### config.mk
export PLATFORM = sky130hd
export DESIGN_NAME = rob_tag_sequencer
export DESIGN_NICKNAME = d
export VERILOG_FILES = /design/src/rtl/rob_tag_sequencer.sv
export SDC_FILE = /design/constraint.sdc
export NUM_CORES = 1
export LEC_CHECK = 0
export BUFFER_PORTS_ARGS = -buffer_cell sky130_fd_sc_hd__buf_2
export CORE_MARGIN = 2
export CORE_UTILIZATION = 45
export CTS_BUF_LIST = sky130_fd_sc_hd__clkbuf_16
export CTS_CLUSTER_SIZE = 16
export DETAILED_ROUTE_END_ITERATION = 7
export SETUP_SLACK_MARGIN = 0.2
export SLEW_MARGIN = 20
export SYNTH_ARGS = -nofsm -noshare
export SYNTH_HDL_FRONTEND = slang
export SYNTH_SLANG_ARGS = --single-unit
### constraint.sdc
create_clock -name clk -period 3.9 [get_ports clk]
set_input_delay 0.39 -clock clk [delete_from_list [all_inputs] [get_ports clk]]
set_output_delay 0.39 -clock clk [all_outputs]
set_load 0.02 [all_outputs]
### src/rtl/rob_tag_sequencer.sv
// In-order ROB tag allocator/retirer for the 1..2^TAG_W-1 tag space.
// Tag 0 is reserved as "no pending writer" and never handed out.
module rob_tag_sequencer #(
   parameter int TAG_W = 4
) (
   input  logic             clk,
   input  logic             reset_n,
   input  logic             issue_valid,
   input  logic             issue_has_dest,
   input  logic [4:0]       issue_rd,
   input  logic             rs_space,
   output logic             issue_ready,
   output logic             issue_fire,
   output logic             issue_writes,
   output logic [4:0]       issue_dest,
   output logic [TAG_W-1:0] issue_ROB,
   input  logic             complete_valid,
   input  logic [TAG_W-1:0] complete_tag,
   input  logic             complete_mispredict,
   output logic             commit_valid,
   output logic [TAG_W-1:0] commit_ROB,
   output logic [4:0]       commit_dest,
   output logic             RegWrite,
   output logic             flush,
   output logic [TAG_W-1:0] count,
   output logic             empty,
   output logic             full
);

   localparam int DEPTH = 1 << TAG_W;
   localparam logic [TAG_W-1:0] MAX_TAG = TAG_W'(DEPTH - 1);
   localparam logic [TAG_W-1:0] TAG_ONE = TAG_W'(1);

   logic [TAG_W-1:0] head_q;
   logic [TAG_W-1:0] tail_q;
   logic [TAG_W-1:0] count_q;
   logic             flush_q;
   logic [DEPTH-1:0] valid_q;
   logic [DEPTH-1:0] done_q;
   logic [DEPTH-1:0] mispred_q;
   logic [DEPTH-1:0] has_dest_q;
   logic [4:0]       rd_q [DEPTH];

   logic             cpl_hit;
   logic             commit_flush;

   function automatic logic [TAG_W-1:0] next_tag(input logic [TAG_W-1:0] t);
      return (t == MAX_TAG) ? TAG_ONE : t + TAG_ONE;
   endfunction

   assign full  = (count_q == MAX_TAG);
   assign empty = (count_q == '0);
   assign count = count_q;
   assign flush = flush_q;

   // Held low during reset so nothing is accepted into a ROB being cleared
   assign issue_ready  = reset_n && !full && !flush_q;
   assign issue_fire   = issue_valid && rs_space && issue_ready;
   assign issue_ROB    = tail_q;
   assign issue_dest   = issue_rd;
   assign issue_writes = issue_fire && issue_has_dest && (issue_rd != 5'd0);

   assign commit_valid = valid_q[head_q] && done_q[head_q] && !flush_q;
   assign commit_ROB   = head_q;
   assign commit_dest  = rd_q[head_q];
   assign RegWrite     = commit_valid && has_dest_q[head_q] &&
                         (rd_q[head_q] != 5'd0);

   assign commit_flush = commit_valid && mispred_q[head_q];
   assign cpl_hit      = complete_valid && !flush_q &&
                         (complete_tag != '0) && valid_q[complete_tag];

   always_ff @(posedge clk or negedge reset_n) begin
      if (!reset_n) begin
         head_q     <= TAG_ONE;
         tail_q     <= TAG_ONE;
         count_q    <= '0;
         flush_q    <= 1'b0;
         valid_q    <= '0;
         done_q     <= '0;
         mispred_q  <= '0;
         has_dest_q <= '0;
         for (int i = 0; i < DEPTH; i++) rd_q[i] <= 5'd0;
      end else begin
         flush_q <= commit_flush;
         if (commit_flush) begin
            // Branch retires, everything younger (and any same-cycle issue) dies
            valid_q <= '0;
            head_q  <= TAG_ONE;
            tail_q  <= TAG_ONE;
            count_q <= '0;
         end else begin
            if (issue_fire) begin
               valid_q[tail_q]    <= 1'b1;
               done_q[tail_q]     <= 1'b0;
               mispred_q[tail_q]  <= 1'b0;
               has_dest_q[tail_q] <= issue_has_dest;
               rd_q[tail_q]       <= issue_rd;
               tail_q             <= next_tag(tail_q);
            end
            if (cpl_hit) begin
               done_q[complete_tag]    <= 1'b1;
               mispred_q[complete_tag] <= complete_mispredict;
            end
            if (commit_valid) begin
               valid_q[head_q] <= 1'b0;
               head_q          <= next_tag(head_q);
            end
            unique case ({issue_fire, commit_valid})
               2'b10:   count_q <= count_q + TAG_ONE;
               2'b01:   count_q <= count_q - TAG_ONE;
               default: count_q <= count_q;
            endcase
         end
      end
   end

endmodule

==> flow_metrics.py <==
metrics = {
    "run_status": {
        "outcome": "completed",
    },
    "floorplan": {
        "start_util": 0.456,
        "die_w_um": 139,
        "fp-row-count": 49,
        "pin_count": 46,
        "dieArea_sq_um": 19200,
        "die_h_um": 139,
        "core_sq_um": 17800,
    },
    "final_layout": {
        "fin_area_sq_um": 9140,
        "layout_commonest_cell": "dfrtp_1",
        "final_cell_mix": "dfrtp_1, mux2_2, buf_2, o21ai_0, mux4_2",
        "fin_cells": 899,
        "antenna_cells": 0,
        "area_growth_pct": 12.2,
        "fin_nets": 683,
        "layout-drive-gt1-share": 0.390,
    },
    "cts": {
        "insertion_delay_ns": 0.43,
        "clkSlewWorstSetupHoldPaths_ns": 0.07,
        "numCtsBuffers": 17,
        "clk_path_buf_depth": 2,
        "cts_tree": "yes",
        "clock_sinks": 157,
        "root_buffer": "clkbuf_16",
        "htree_levels": 4,
    },
    "worst_hold_path": {
        "min_path_type": "input pin to asynchronous set/reset pin",
    },
    "sta": {
        "rsz0062_at_grt": "false",
        "timing_hold_violations_final": 0,
        "setup_viol": 0,
        "skew_ns": 0.0160,
        "min_period_ns": 3.54,
        "max_freq_ghz": 0.282,
        "tns_ns": 0,
        "hold-worst-slack_ns": 0.102,
        "tightestPinTransition_ns": 1.01,
        "fin_crit_sh": 0.909,
        "slew_headroom": 0.328,
        "drv_slew": 0,
        "fin_ws_ns": 0.355,
    },
    "logic_synthesis": {
        "yosys-top-cells-area": "dfrtp_1, mux2_2, mux4_2, o21ai_0, mux2_4",
        "synthFlopType": "dfrtp_1",
        "synth_cell_type_count": 62,
        "netlist_instances": 623,
        "synth_area_leader_cell": "dfrtp_1",
        "avgSynthCellArea_sq_um": 13.1,
        "yosysWarnings": 0,
        "synth_nets": 649,
        "synth.cell_area_sq_um": 8140,
        "synth_top_area_share": 0.476,
        "synth.yosys.seq_area_share": 0.483,
        "synthArstFlopShare": 1.00,
        "ys_seq_elements": 157,
        "synth_edf_count": 0,
    },
    "global_route": {
        "grt_first_pass_wirelength_mm": 33.0,
        "overflow": 0,
        "grtUsageTotal": 0.224,
        "antenna_found_initial": 0,
        "grt_use_met1": 0.305,
        "grt_busiest_layer": "met2",
        "grtUsageMet3": 0.0471,
        "first_global_vias": 5641,
        "grtUsageMet2": 0.358,
        "grt_start_max_net_pins": 80,
    },
    "detailed_routing": {
        "drc": 0,
        "postRouteAntennaNets": 0,
        "wl_per_cell_um": 23.2,
        "drt_iter0_drc": 402,
        "wirelength_mm": 20.9,
        "drtPass1Iterations": 5,
        "dr_total_vias": 5520,
        "drt-vias-per-instance": 6.14,
    },
    "setup_path": {
        "cp_top_family": "multiplexers",
        "crit_arrival_ns": 3.15,
        "cpMostUsedCell": "mux4_2",
        "cpMaxStageDelayCell": "dfstp_4",
        "crit_path_start_kind": "flop",
        "ff2ff_path_depth": 12,
        "worstPathRequired_ns": 3.51,
        "reg2reg_to": "count[3]",
        "r2r_slack_ns": 0.45,
        "path_class": "flop to output pin",
        "r2r_start": "commit_ROB[0]",
        "cp.depth": 7,
        "worstPathCellList": "buf_8, buf_4, mux4_2, mux4_2, nor2_1, a21oi_1, buf_2",
        "timing.critical_path.buf_inv": 3,
        "endpoint_kind": "output pin",
        "crit_path_max_fanout": 20,
        "slowest_delay_ns": 0.78,
    },
    "place": {
        "dp_slack_ns": 0.392,
        "port-buffer-count": 45,
        "gp_congestion": 0.826,
        "placed_area_sq_um": 8520,
        "hpwl_mm": 14.2,
        "placed_cells": 866,
    },
    "power": {
        "ir_drop_uv": 309,
        "p_leak_nw": 4.09,
        "power_density_nw_per_um2": 616,
    },
    "flow_run": {
        "max_cap_violations": 0,
    },
}
## layer usage
layer | part of all wire | up-vias
met4 | 0.023 | 0
met1 | 0.43 | 2886
li1 | - | 2421
met5 | 0 | -
met2 | 0.49 | 183
met3 | 0.055 | 30
## area by class of cell
type	instances	area [sq um]
fill	1550	8710
multi-input combinational	417	3970
clock buffer	17	425
clock inverter	15	150
tap	229	287
timing repair buffer	53	328
inverter	11	41.3
sequential	157	3940
## through the flow
| stage | total power [W] | utilization |
|---|---|---|
| 2_1_floorplan | 0.00354 | - |
| 3_3_place_gp | 0.00394 | 0.478 |
| 3_5_place_dp | 0.00401 | 0.478 |
| 4_1_cts | 0.00566 | 0.510 |
| 5_1_grt | 0.00593 | 0.512 |
| 6_report | 0.00563 | 0.512 |
## power breakdown
part	switching, W	leakage, nW	internal (W)
logic	0.000706	1.74	0.000740
registers	0.000384	2.06	0.00216
clock network	0.000739	0.287	0.000903
total	0.00183	4.09	0.00380
## sequential cells by signal, indices dropped and copies added, names as in the netlist
name / cells
count: 4
commit_ROB: 4
has_dest_q: 16
done_q: 16
flush: 1
valid_q: 16
issue_ROB: 4
rd_q: 80
mispred_q: 16
## worst max-delay path by stage
stage                        startpoint       end  slack, ns
after global routing      commit_ROB[0]  RegWrite       0.21
after global placement    commit_ROB[0]  RegWrite       0.40
final                     commit_ROB[0]  RegWrite       0.36
after detailed placement  commit_ROB[0]  count[3]       0.39
after floorplan           commit_ROB[0]  RegWrite       0.60
after CTS                 commit_ROB[0]  RegWrite       0.26
## cell usage after synthesis (9+ instances only)
cell and count:
dfrtp_1 155, mux2_2 82, o21ai_0 43, mux4_2 39
nor2_1 37, nand2_1 19, a21oi_1 17, mux2_4 14
mux2i_1 14, o32ai_1 14, nand2_2 13, clkbuf_1 12
nor2b_1 12, ha_1 10, nand3_1 10, o2bb2ai_1 9
## what timing repair did
item                                    in CTS  in global routing
setup buffers                                0                  0
gates resized for setup                      3                  1
hold buffers                                 0                  0
endpoints found under the setup margin       2                  1
cloned                                       0                  0
## logic make-up after synthesis
group	synth area share
buffers and inverters	0.0306
multiplexers	0.264
AND/OR/NAND/NOR	0.105
flip-flops	0.483
XOR/XNOR	0.00430
AO/OA/AOI/OAI	0.0976
adder cells (fa/ha/maj)	0.0154
No activity file was read; power rests on OpenSTA's default activity.
